--- src/rtl/vga_sync_capture.sv ---
// vga_sync_capture: receiving end of the VGA pixel interface.
// Rebuilds the pixel position from sync edges and checks line, hsync-width and
// frame timing. It declares lock after enough clean frames, then emits the
// captured active pixels and a per-frame checksum. All state moves on i_pix_stb.
module vga_sync_capture #(
  parameter int H_ACTIVE    = 640,
  parameter int H_FP        = 16,
  parameter int H_SYNC      = 96,
  parameter int H_BP        = 48,
  parameter int V_ACTIVE    = 480,
  parameter int V_FP        = 10,
  parameter int V_SYNC      = 2,
  parameter int V_BP        = 33,
  parameter int LOCK_FRAMES = 2,
  parameter bit SYNC_POL    = 1'b0
) (
  input  logic        i_clk,
  input  logic        i_rst_n,
  input  logic        i_pix_stb,
  input  logic        i_hsync,
  input  logic        i_vsync,
  input  logic [3:0]  i_red,
  input  logic [3:0]  i_green,
  input  logic [3:0]  i_blue,
  output logic [9:0]  o_x,
  output logic [9:0]  o_y,
  output logic        o_pix_vld,
  output logic [11:0] o_rgb,
  output logic        o_frame_start,
  output logic        o_locked,
  output logic        o_err,
  output logic [15:0] o_frame_sum,
  output logic        o_sum_vld
);
  localparam int H_TOTAL = H_ACTIVE + H_FP + H_SYNC + H_BP;
  localparam int V_TOTAL = V_ACTIVE + V_FP + V_SYNC + V_BP;

  localparam logic [9:0]  H_LAST    = 10'(H_TOTAL - 1);
  localparam logic [9:0]  H_LOAD    = 10'(H_ACTIVE + H_FP);
  localparam logic [9:0]  H_ACT     = 10'(H_ACTIVE);
  localparam logic [9:0]  V_LAST    = 10'(V_TOTAL - 1);
  localparam logic [9:0]  V_LOAD    = 10'(V_ACTIVE + V_FP);
  localparam logic [9:0]  V_ACT     = 10'(V_ACTIVE);
  localparam logic [15:0] H_TOTAL_C = 16'(H_TOTAL);
  localparam logic [15:0] H_SYNC_C  = 16'(H_SYNC);
  localparam logic [15:0] V_TOTAL_C = 16'(V_TOTAL);
  localparam logic [7:0]  LOCK_C    = 8'(LOCK_FRAMES);

  typedef enum logic [1:0] {SEARCH, TRACK, LOCKED} state_t;

  state_t      state_q, state_d;
  logic [7:0]  good_q, good_d;
  logic        hs_q, vs_q;            // previous sampled sync, 1 = asserted
  logic [9:0]  x_q, y_q, x_nxt, y_nxt;
  logic [15:0] lcnt_q;                // strobes since last hsync edge
  logic [15:0] hw_q;                  // asserted strobes in current hsync pulse
  logic [15:0] wcnt_q;                // x-wraps since last vsync edge
  logic [15:0] acc_q;
  logic        hs_act, vs_act, hs_edge, hs_fall, vs_edge, x_wrap;
  logic        line_bad, width_bad, frame_bad, mismatch, active, locked_d;
  logic [11:0] rgb;

  // Counters saturate so a dead sync cannot alias back to a legal period.
  function automatic logic [15:0] sat_inc(input logic [15:0] v);
    return (v == 16'hFFFF) ? v : v + 16'd1;
  endfunction

  assign rgb     = {i_red, i_green, i_blue};
  assign hs_act  = (i_hsync == SYNC_POL);
  assign vs_act  = (i_vsync == SYNC_POL);
  assign hs_edge = hs_act & ~hs_q;
  assign hs_fall = ~hs_act & hs_q;
  assign vs_edge = vs_act & ~vs_q;
  // A wrap is only the natural 799->0 step; an hsync reload is not a wrap.
  assign x_wrap  = ~hs_edge & (x_q == H_LAST);

  assign line_bad  = hs_edge & (lcnt_q != H_TOTAL_C);
  assign width_bad = hs_fall & (hw_q != H_SYNC_C);
  assign frame_bad = vs_edge & ((wcnt_q + {15'd0, x_wrap}) != V_TOTAL_C);
  assign mismatch  = (state_q != SEARCH) & (line_bad | width_bad | frame_bad);

  // Position for the pixel sampled on this strobe; both sync loads may apply at once.
  always_comb begin
    x_nxt = x_q + 10'd1;
    if (hs_edge)            x_nxt = H_LOAD;
    else if (x_q == H_LAST) x_nxt = '0;
    y_nxt = y_q;
    if (vs_edge)            y_nxt = V_LOAD;
    else if (x_wrap)        y_nxt = (y_q == V_LAST) ? '0 : y_q + 10'd1;
  end

  assign active   = (x_nxt < H_ACT) & (y_nxt < V_ACT);
  assign locked_d = (state_d == LOCKED);

  // Lock FSM next state: any mismatch drops to SEARCH on the same strobe.
  always_comb begin
    state_d = state_q;
    good_d  = good_q;
    case (state_q)
      SEARCH: if (vs_edge) begin
        state_d = TRACK;
        good_d  = '0;
      end
      TRACK: begin
        if (mismatch) state_d = SEARCH;
        else if (vs_edge) begin
          good_d = good_q + 8'd1;
          if (good_q + 8'd1 >= LOCK_C) state_d = LOCKED;
        end
      end
      LOCKED: if (mismatch) state_d = SEARCH;
      default: state_d = SEARCH;
    endcase
  end

  // Lock FSM state register.
  always_ff @(posedge i_clk or negedge i_rst_n) begin
    if (!i_rst_n) begin
      state_q <= SEARCH;
      good_q  <= '0;
    end else if (i_pix_stb) begin
      state_q <= state_d;
      good_q  <= good_d;
    end
  end

  // Sync history, position counters, timing measurements and checksum accumulator.
  always_ff @(posedge i_clk or negedge i_rst_n) begin
    if (!i_rst_n) begin
      hs_q   <= 1'b0;
      vs_q   <= 1'b0;
      x_q    <= '0;
      y_q    <= '0;
      lcnt_q <= '0;
      hw_q   <= '0;
      wcnt_q <= '0;
      acc_q  <= '0;
    end else if (i_pix_stb) begin
      hs_q   <= hs_act;
      vs_q   <= vs_act;
      x_q    <= x_nxt;
      y_q    <= y_nxt;
      lcnt_q <= hs_edge ? 16'd1 : sat_inc(lcnt_q);
      if (hs_act) hw_q <= hs_q ? sat_inc(hw_q) : 16'd1;
      if (vs_edge)     wcnt_q <= '0;
      else if (x_wrap) wcnt_q <= sat_inc(wcnt_q);
      acc_q  <= (vs_edge ? 16'd0 : acc_q) + (active ? {4'd0, rgb} : 16'd0);
    end
  end

  assign o_x = x_q;
  assign o_y = y_q;

  // Registered outputs; event outputs are one-clock pulses after the strobe.
  always_ff @(posedge i_clk or negedge i_rst_n) begin
    if (!i_rst_n) begin
      o_pix_vld     <= 1'b0;
      o_rgb         <= '0;
      o_frame_start <= 1'b0;
      o_locked      <= 1'b0;
      o_err         <= 1'b0;
      o_frame_sum   <= '0;
      o_sum_vld     <= 1'b0;
    end else begin
      o_pix_vld     <= 1'b0;
      o_frame_start <= 1'b0;
      o_err         <= 1'b0;
      o_sum_vld     <= 1'b0;
      if (i_pix_stb) begin
        o_locked      <= locked_d;
        o_err         <= mismatch;
        o_pix_vld     <= active & locked_d;
        o_frame_start <= locked_d & (x_nxt == '0) & (y_nxt == '0);
        o_sum_vld     <= vs_edge & locked_d;
        if (active & locked_d) o_rgb <= rgb;
        if (vs_edge) o_frame_sum <= acc_q;
      end
    end
  end
endmodule
--- config.mk ---
export PLATFORM = sky130hd
export DESIGN_NAME = vga_sync_capture
export DESIGN_NICKNAME = d
export VERILOG_FILES = /design/src/rtl/vga_sync_capture.sv
export SDC_FILE = /design/constraint.sdc
export NUM_CORES = 1
export LEC_CHECK = 0
export ABC_AREA = 1
export CAP_MARGIN = 10
export CORE_MARGIN = 4
export CORE_UTILIZATION = 60
export DETAILED_ROUTE_END_ITERATION = 7
export MAX_ROUTING_LAYER = met4
export PLACE_DENSITY = 0.9
export SLEW_MARGIN = 0
export SYNTH_ARGS = -nofsm -noshare
export SYNTH_HDL_FRONTEND = slang
export SYNTH_SLANG_ARGS = --single-unit
--- constraint.sdc ---
create_clock -name i_clk -period 9.8 [get_ports i_clk]
set_input_delay 1.47 -clock i_clk [delete_from_list [all_inputs] [get_ports i_clk]]
set_output_delay 1.47 -clock i_clk [all_outputs]
set_load 0.02 [all_outputs]
==> reports/results.tsv, run 1 <==
metric	value	unit
ANT cells	0	
pwr dens	154	nW/um2
core area	12700	um2
total CTS buffers	17	
synth cell count leaders	269 x nand2_1, 146 x inv_1, 129 x dfrtp_1, 119 x nor2_1, 91 x o21ai_0	
Critical Path RT	10160	ps
# Post-CTS Setup Buffers	0	
post-cts sizing count	0	
GPL Wtd Cong	0.924	
TritonCTS clock tree	built	
Synth Flop Type	dfrtp_1	
Die H	122	um
register area share after synthesis	41.1	%
Crit Path Max Fanout	25	
Layout fillers	1013	
clock sinks	129	
Initial Util	61.7	%
worst relative slew slack	26.9	%
drt pass-1 iters	6	
unrepaired setup endpoints after global routing	false	
first-pass GRT wire length	32800	um
Post-synth EDFFs	0	
Setup crit end kind	flip-flop	
largest net degree at the start of global routing	89	
starting DRC count in detailed routing	742	
DR vias/cell	5.58	
reg-to-reg critical path startpoint	o_x[0]$_DFFE_PN0P_	
Synth cell types	43	
die area	15000	um2
Post-DRT Antenna Nets	0	
H-tree depth	4	
Tmin final	4810	ps
Design Area, Final	9230	um2
count leader, synth	nand2_1	
final worst slack	4990	ps
clock-pin slew on the worst setup and hold paths	60	ps
status	finished, final reports clean	
Peak Freq	208	MHz
Layout area overhead	17.5	%
Die X	122	um
Post-route DRC	0	
layout cells sized above 1	5.79	%
area leader, netlist	dfrtp_1	
worst hold path startpoint	o_frame_sum[13]$_DFFE_PN0P_	
Crit path top cell by count	nand2_1	
Tcrit/Tclk final	49.0	%
Port Buf Inserts	69	
Hold Vio Cnt, Final	0	
mapped cell area	7850	um2
endpoints failing setup	0	
Slowest Stage Delay on Critical Path	420	ps
CTS Buffer Depth	2	
worst r2r dst	acc_q[15]$_DFFE_PN0P_	
DP Area	8660	um2
setup TNS	0	ps
grt total ovfl	0	
Crit Path Class	input pin to flip-flop	
Hold Path Sink	o_frame_sum[13]$_DFFE_PN0P_	
Synth Net Count	1121	
via count	7419	
WP data arrival	5170	ps
Yosys top cell area share	41.1	%
Detail Placement HPWL	13600	um
WL final	19500	um
worst hold path type	flip-flop to flip-flop	
r2r setup slk	5750	ps
Worst-Margin Slew	1100	ps
slowest CP cell	clkdlybuf4s50_1	
worst r2r path cells	23	
Cell Rows	41	
routed length per placed instance	14.7	um
fin. max-slew vios	0	
Top-Level Pins	70	
dpl ws	4690	ps
number of synthesized register bits	129	
# nets final	1187	
clk_skew	8.92	ps
async set or reset register ratio after synthesis	100	%
Max-cap violations	0	
cts hold-fix bufs	0	
crit-path cells	clkdlybuf4s50_1 > nor2_2 > buf_4 > inv_1 > nand3_1 > nand4_1 > nand3_4 > nor2_1 > ha_1 > nand2_1 > nor3_1 > nand2_1 > nand2_1 > nand2_1 > o21ai_0 > nand2_1 > a21boi_0 > nand2_1 > o21ai_0 > nand2_1 > inv_1	
Hold Path Depth	2	
Root Buffer Master	clkbuf_16	
CP startpoint kind	input pin	
Cells after Synth	1079	
Max IR drop VDD	0.000194	V
YS warnings	0	
Core Util, Final	72.5	%
vias in the first global route	7121	
syn avg cell area	7.28	um2
global-route usage over all layers	28.0	%
initial antenna violation count	0	
Clock Latency Late Sink	430	ps
Pleak	4.32	nW
top post-synthesis cells by area	dfrtp_1 41%, nand2_1 13%, inv_1 7.0%, o21ai_0 5.8%, nor2_1 5.7%	
==> critical path, delay by kind of cell <==
family / cells / cell delay (ps)
AND/OR/NAND/NOR: 13 / 1610
AO/OA/AOI/OAI: 3 / 610
adder cells (fa/ha/maj): 1 / 370
buffers and inverters: 4 / 1060
==> metal layers <==
layer	vias up	GRT usage, %	share of wire, %
met5	-	-	0
met4	0	11.2	2.6
met3	43	5.58	6.1
met2	255	44.5	49
met1	3477	35.3	43
li1	3644	-	-
==> flip-flops by register name (all words and copies together) (netlist names) <==
register and flops:
acc_q 16, hw_q 16, lcnt_q 16, o_frame_sum 16, wcnt_q 16, o_rgb 12, o_x 10, o_y 10
good_q 8, state_q 2, hs_q 1, o_err 1, o_frame_start 1, o_locked 1, o_pix_vld 1, o_sum_vld 1
vs_q 1
==> cell usage in the layout (no fill, tap or decap), types with 3 or more instances in the layout <==
master / count
nand3b_1: 3
nor2_1: 119
nand3_4: 3
nand2_2: 7
o31ai_1: 9
o21bai_1: 4
o21a_1: 3
nor3_1: 33
a21oi_1: 40
clkbuf_16: 17
clkbuf_1: 3
xor2_1: 18
nand4_1: 28
ha_1: 24
buf_4: 5
clkinvlp_4: 5
a211oi_1: 4
clkdlybuf4s50_1: 68
nor4_1: 4
clkinv_2: 3
nor2_4: 6
inv_1: 146
xnor2_1: 6
o21ai_1: 7
nand3_1: 68
inv_2: 3
nand2_1: 269
o22ai_1: 4
nor2_2: 8
o21ai_0: 91
dfrtp_1: 129
==> power by group <==
part,leakage (nW),internal (mW),switching (mW),total (mW)
sequential,1.73,0.567,0.0367,0.604
clock,0.261,0.377,0.234,0.611
combinational,2.32,0.0773,0.127,0.204
==> area by class of cell <==
type	instances	area [um2]	area share [%]
repair buffers	73	718	7.79
flip-flops and latches	129	3230	35.0
clock inverters	10	113	1.22
well taps	172	215	2.33
clock buffers	21	450	4.88
multi-input cells	775	3940	42.7
inverters	149	559	6.06
==> worst max-delay path by stage <==
stage	end	start	slack, ps
floorplan	acc_q[15]$_DFFE_PN0P_	i_vsync	5610
global placement	acc_q[15]$_DFFE_PN0P_	i_vsync	4800
detailed placement	acc_q[15]$_DFFE_PN0P_	i_vsync	4690
CTS	acc_q[15]$_DFFE_PN0P_	i_vsync	5050
global route	acc_q[15]$_DFFE_PN0P_	i_vsync	4630
finish	acc_q[15]$_DFFE_PN0P_	i_vsync	4990
==> kinds of logic (layout without fill, tap and decap cells) <==
group / Yosys count / count (layout) / synth area share, %
AND/OR/NAND/NOR: 557 / 557 / 31.6
buffers and inverters: 175 / 253 / 8.69
AO/OA/AOI/OAI: 169 / 169 / 11.8
flip-flops: 129 / 129 / 41.1
adder cells (fa/ha/maj): 25 / 25 / 4.08
XOR/XNOR: 24 / 24 / 2.68
==> through the flow <==
step                      power (mW)  hold WS (ps)  std cells
final                           1.42           486       1329
after global routing            1.48           520       1329
after CTS                       1.42           492       1329
after detailed placement       0.813           472       1298
after global placement         0.808           455       1298
after floorplan                0.724           452       1079
Note: power is estimated with default switching activity, not from simulation.
==> run 2: changes to the inputs <==
Settings changed: CORE_UTILIZATION 60 to 53, PLACE_DENSITY 0.9 to 0.84.
Clock period 9.8 ns to 4 ns, I/O delays scaled along.
==> reports/results.tsv, run 2 (synthesis gave the netlist of run 1 again) <==
metric	value	unit	change
status	finished, final reports clean		
worst hold slack	235	ps	-252 ps
initial antenna violation count	0		unchanged
Reg power frac	41.8	%	-0.8 points
max layer used	met4		
met1 wire length	8590	um	+2.9%
worst r2r path cells	23		unchanged
grt total ovfl	0		unchanged
Top-Level Pins	70		unchanged
Pleak	4.40	nW	+2.0%
Critical Path RT	4320	ps	-5840 ps
setup TNS	0	ps	unchanged
clk_skew	7.15	ps	-1.77 ps
Die X	130	um	+6.0%
Root Buffer Master	clkbuf_16		
ANT cells	0		unchanged
r2r setup slk	370	ps	-5380 ps
Max-cap violations	0		unchanged
endpoints failing setup	0		unchanged
Cell Rows	44		+7.3%
global-route usage over all layers	25.2	%	-2.8 points
core area	14500	um2	+14%
largest net degree at the start of global routing	100		+12%
fin. max-slew vios	0		unchanged
TritonCTS clock tree	built		
Critical path origin	o_x[0]$_DFFE_PN0P_		
most frequent cells in the layout	269 x nand2_1, 146 x inv_1, 128 x dfrtp_1, 119 x nor2_1, 90 x o21ai_0		
WL met3	1190	um	+0.34%
Die H	130	um	+6.0%
WL final	19900	um	+2.0%
unrepaired setup endpoints after global routing	false		
first-pass GRT wire length	33400	um	+2.0%
via count	7508		+1.2%
Detail Placement HPWL	13800	um	+1.5%
clock sinks	129		unchanged
H-tree depth	4		unchanged
WP data arrival	3950	ps	-1220 ps
total chip power	3.53	mW	+150%
worst relative slew slack	39.2	%	+12 points
Core Util, Final	64.6	%	-7.9 points
Layout area overhead	19.5	%	
DR vias/cell	5.55		-0.67%
Post-route DRC	0		unchanged
Layout fillers	1213		+20%
Post-DRT Antenna Nets	0		unchanged
worst hold path type	input pin to async pin		
GPL Wtd Cong	0.949		+2.7%
most common cell after layout, fill and taps aside	nand2_1		
Switch Pwr	1.01	mW	+150%
Clock Latency Late Sink	430	ps	about the same
met2 wire len	9680	um	+2.0%
Hold Vio Cnt, Final	0		unchanged
worst setup path endpoint	acc_q[12]$_DFFE_PN0P_		
total CTS buffers	17		unchanged
drt pass-1 iters	5		-1
clock-pin slew on the worst setup and hold paths	60	ps	about the same
layout cells sized above 1	7.35	%	+1.6 points
# nets final	1199		+1.0%
die area	16800	um2	+12%
Crit Path Max Fanout	18		-28%
Max IR drop VDD	0.000315	V	+63%
CP startpoint kind	flip-flop		
reg-to-reg critical path startpoint	o_x[0]$_DFFE_PN0P_		
Crit Path Class	flip-flop to flip-flop		
routed length per placed instance	14.7	um	+0.16%
Worst-Margin Slew	912	ps	-185 ps
vias in the first global route	7172		+0.72%
pwr dens	376	nW/um2	+140%
Tmin final	3630	ps	
Setup crit end kind	flip-flop		
switching fraction of total power	28.7	%	+0.68 points
Clk pwr share	43.4	%	+0.4 points
Peak Freq	276	MHz	
Comb power frac	14.9	%	+0.5 points
Initial Util	54.0	%	-7.7 points
CTS Buffer Depth	2		unchanged
Tcrit/Tclk final	90.6	%	
starting DRC count in detailed routing	871		+17%
Int Power	2.52	mW	+150%
Port Buf Inserts	69		unchanged
worst r2r dst	acc_q[12]$_DFFE_PN0P_		
==> run 2: cell types whose count changed in the layout (fill, tap and decap cells not counted), sizes merged <==
cell,before,now
clkinvlp,5,4
clkbuf,21,18
buf,5,17
clkinv,3,8
==> run 2: layout make-up <==
type,instances,area [um2],share of cell area (%)
repair buffers,85,836,8.91
multi-input cells,775,3950,42.1
clock inverters,14,141,1.51
clock buffers,18,439,4.68
flip-flops and latches,129,3230,34.4
well taps,184,230,2.45
inverters,149,559,5.96
==> run 2: worst min-delay path by stage <==
| stage | startpoint | endpoint | cells after the start |
|---|---|---|---|
| final | i_rst_n | wcnt_q[13]$_DFFE_PN0P_ | 1 |
| after global routing | i_rst_n | wcnt_q[9]$_DFFE_PN0P_ | 1 |
| after CTS | i_rst_n | wcnt_q[9]$_DFFE_PN0P_ | 1 |
| after detailed placement | o_frame_sum[3]$_DFFE_PN0P_ | o_frame_sum[3]$_DFFE_PN0P_ | 2 |
| after global placement | o_frame_sum[13]$_DFFE_PN0P_ | o_frame_sum[13]$_DFFE_PN0P_ | 2 |
| after floorplan | i_rst_n | acc_q[0]$_DFFE_PN0P_ | 0 |
==> run 2: worst max-delay path, stage by stage (launching register included) <==
cell and delay (ps):
dfrtp_2 420, ha_1 220, nand3_2 120, nor2_4 140
inv_1 90, nor2_2 160, nand2_2 140, nand2_1 130
nand3_1 90, nand4_1 140, nand3_4 150, buf_6 210
nor2_1 100, ha_1 280, a21oi_1 170, o21a_1 140
nand3_1 90, nand2_1 70, inv_1 50, o21ai_0 170
nand2_1 120, nand2_1 100, xor2_1 170, inv_1 50
==> run 2: power by group through the flow <==
stage	clock network, mW	registers (mW)	logic (mW)
finish	1.53	1.47	0.524
global route	1.61	1.49	0.580
CTS	1.54	1.47	0.521
detailed placement	0	1.49	0.512
global placement	0	1.49	0.499
floorplan	0	1.53	0.246
==> run 2: what timing repair did <==
item / in CTS / in global routing
setup buffers: 0 / 2
endpoints found under the setup margin: 0 / 4
hold buffers: 0 / 0
endpoints found under the hold margin: 0 / 0
gates resized for setup: 0 / 6
==> run 2: through the flow <==
step	setup WS [ps]	instances	area (um2)
floorplan	417	1079	7850
global placement	116	1319	8750
detailed placement	21.5	1319	8750
CTS	225	1351	9330
global route	1.40	1354	9390
finish	375	1354	9390
==> run 2: metal layers <==
layer | GRT usage [%] | vias to the layer above
li1 | - | 3655
met1 | 32.4 | 3529
met2 | 40.4 | 276
met3 | 5.28 | 48
met4 | 7.76 | 0
met5 | - | -
==> run 3: changes to the inputs <==
Settings changed: ABC_AREA 1 to unset, CORE_ASPECT_RATIO set to 1.1, PLACE_DENSITY 0.84 to 0.85.
==> reports/results.tsv, run 3 <==
metric	value	unit	change
Post-route DRC	0		unchanged
routed length per placed instance	22.0	um	+49%
Critical Path RT	4320	ps	about the same
via count	7602		+1.3%
Tmin final	4450	ps	+828 ps
layout cells sized above 1	23.2	%	+16 points
CP startpoint kind	flip-flop		
starting DRC count in detailed routing	967		+11%
Die X	121	um	-6.6%
worst hold path type	input pin to async pin		
Detail Placement HPWL	13200	um	-4.4%
Hold Vio Cnt, Final	0		unchanged
Layout Cells excl Fill	1181		-13%
WP data arrival	4780	ps	+830 ps
drt pass-1 iters	6		+1
pwr dens	391	nW/um2	+3.9%
Crit path buffers/inverters	3		-1
core area	13800	um2	-5.1%
Post-DRT Antenna Nets	0		unchanged
GPL Wtd Cong	0.928		-2.2%
H-tree depth	4		unchanged
number of synthesized register bits	129		unchanged
worst relative slew slack	47.4	%	+8.2 points
total chip power	3.97	mW	+12%
unrepaired setup endpoints after global routing	true		
Pleak	4.52	nW	+2.7%
Max-cap violations	0		unchanged
async set or reset register ratio after synthesis	100	%	unchanged
final worst slack	-453	ps	-828 ps
register area share after synthesis	43.2	%	+2.1 points
Max IR drop VDD	0.000375	V	+19%
Global Route met2 Usage	42.1	%	+1.8 points
Initial Util	54.2	%	+0.15 points
met1 usage	33.6	%	+1.3 points
endpoints failing setup	10		+10
critical path's top delay family	simple AND/OR/NAND/NOR gates		
r2r setup slk	-450	ps	-830 ps
syn avg cell area	9.17	um2	+26%
Clock Latency Late Sink	440	ps	about the same
met3 usage in global routing	5.86	%	+0.58 points
Cell Rows	45		+2.3%
Cells after Synth	815		-24%
Root Buffer Master	clkbuf_16		
Synth Net Count	857		-24%
Layout area overhead	35.9	%	
die area	16100	um2	-4.5%
Setup crit end kind	flip-flop		
Tcrit/Tclk final	111	%	+21 points
Slowest Stage Delay on Critical Path	380	ps	-40 ps
crit-path cells	ha_4 > and4_4 > nand4_1 > buf_4 > or3_4 > nor3b_2 > o211ai_1 > and3_4 > and2_4 > ha_4 > buf_4 > buf_6 > a211oi_4 > o21bai_4 > a31oi_2 > o21ai_2 > o21a_1 > or3_1 > a31o_2		
fin. max-slew vios	0		unchanged
initial antenna violation count	0		unchanged
mapped cell area	7470	um2	-4.8%
synth cell count leaders	129 x dfrtp_1, 111 x nand2_1, 88 x nor2_1, 43 x o21ai_0, 39 x nand3_1		
Synth cell types	66		+53%
reg-to-reg critical path startpoint	o_x[0]$_DFFE_PN0P_		
slowest CP cell	dfrtp_2		
Layout fillers	812		-33%
Die H	133	um	+2.2%
grt total ovfl	0		unchanged
Yosys top cell area share	43.2	%	+2.1 points
Crit Path Class	flip-flop to flip-flop		
clock-pin slew on the worst setup and hold paths	60	ps	about the same
Port Buf Inserts	69		unchanged
largest net degree at the start of global routing	86		-14%
clock sinks	129		unchanged
cts hold-fix bufs	0		unchanged
WL final	25900	um	+30%
vias in the first global route	7021		-2.1%
Design Area, Final	10200	um2	+8.2%
Cells after DPL	1134		-14%
Peak Freq	225	MHz	-19%
first-pass GRT wire length	34000	um	+1.6%
Worst-Margin Slew	788	ps	-124 ps
DP Area	9040	um2	+3.3%
Crit Path Max Fanout	4		-14
setup TNS	-3410	ps	-3410 ps
CTS Buffer Depth	2		unchanged
failing checks	negative setup slack		
worst r2r path cells	19		-17%
total CTS buffers	17		unchanged
Top-Level Pins	70		unchanged
clk_skew	12.3	ps	+5.11 ps
worst r2r dst	acc_q[11]$_DFFE_PN0P_		
DR vias/cell	6.44		+16%
area leader, netlist	dfrtp_1		
YS warnings	0		unchanged
most common cell after layout, fill and taps aside	dfrtp_1		
TritonCTS clock tree	built		
status	finished, violations left		
global-route usage over all layers	27.0	%	+1.8 points
top post-synthesis cells by area	dfrtp_1 43%, nand2_1 5.6%, nor2_1 4.4%, ha_1 4.0%, xor2_1 3.3%		
Core Util, Final	73.6	%	+9.0 points
count leader, synth	dfrtp_1		
Post-synth EDFFs	0		unchanged
# nets final	1021		-15%
Synth Flop Type	dfrtp_1		
most frequent cells in the layout	125 x dfrtp_1, 111 x nand2_1, 100 x buf_4, 86 x nor2_1, 67 x clkdlybuf4s50_1		
GR peak layer	met2		
[run 3: cell count changes after synthesis, sizes merged, moves of 16 or more]
| cell | previous run | this run |
|---|---|---|
| o21ai | 98 | 43 |
| nor2 | 133 | 89 |
| and2 | 0 | 29 |
| inv | 149 | 20 |
| nor3 | 34 | 18 |
| xnor2 | 6 | 22 |
| mux2 | 0 | 27 |
| nand2 | 277 | 111 |
| nand3 | 73 | 39 |
[run 3: cell type report]
class / count / area [um2] / share of cell area, %
Antenna cell: 1 / 2.50 / 0.0246
Clock buffer: 23 / 478 / 4.71
Clock inverter: 9 / 130 / 1.28
Inverter: 20 / 82.6 / 0.813
Multi-Input combinational cell: 634 / 4440 / 43.7
Sequential cell: 129 / 3230 / 31.8
Tap cell: 188 / 235 / 2.32
Timing Repair Buffer: 177 / 1550 / 15.3
[run 3: cell families after synthesis]
kind of cell | after synthesis | synth area share (%)
xor+xnor | 50 | 5.86
buf+inv | 52 | 2.78
compound gates | 153 | 13.7
simple gates | 374 | 25.0
mux | 32 | 5.19
flops | 129 | 43.2
fa+ha+maj | 25 | 4.29
[run 3: how the worst max path moves through the flow]
| stage | slack (ps) | startpoint | depth (start not counted) | to |
|---|---|---|---|---|
| 6_report | -450 | o_x[0]$_DFFE_PN0P_ | 19 | acc_q[11]$_DFFE_PN0P_ |
| 3_3_place_gp | -710 | i_hsync | 17 | acc_q[10]$_DFFE_PN0P_ |
| 2_1_floorplan | -370 | o_x[0]$_DFFE_PN0P_ | 19 | acc_q[10]$_DFFE_PN0P_ |
| 4_1_cts | -80 | o_x[1]$_DFFE_PN0P_ | 18 | acc_q[12]$_DFFE_PN0P_ |
| 3_5_place_dp | -780 | i_hsync | 19 | acc_q[10]$_DFFE_PN0P_ |
| 5_1_grt | -510 | o_x[0]$_DFFE_PN0P_ | 18 | acc_q[10]$_DFFE_PN0P_ |
[run 3: routing by layer]
metal,part of all wire (%),routed length (um)
met5,0,0
met4,6.0,1570
met3,9.5,2460
met2,48,12500
met1,36,9410
[run 3: timing repair]
item / 4_1_cts / 5_1_grt
buffers inserted: 5 / 9
cloned: 0 / 1
pin swaps: 9 / 33
endpoints found under the setup margin: 18 / 25
gates resized for setup: 19 / 50
[run 3: power breakdown]
part	switching (mW)	internal [mW]
logic	0.437	0.333
clock network	0.613	1.03
registers	0.136	1.42
total	1.19	2.78
[run 3: stage by stage]
stage / worst slack (ps) / hold slack [ps]
global route: -513 / 293
finish: -453 / 219
detailed placement: -781 / 462
CTS: -79.6 / 268
global placement: -706 / 460
floorplan: -374 / 304
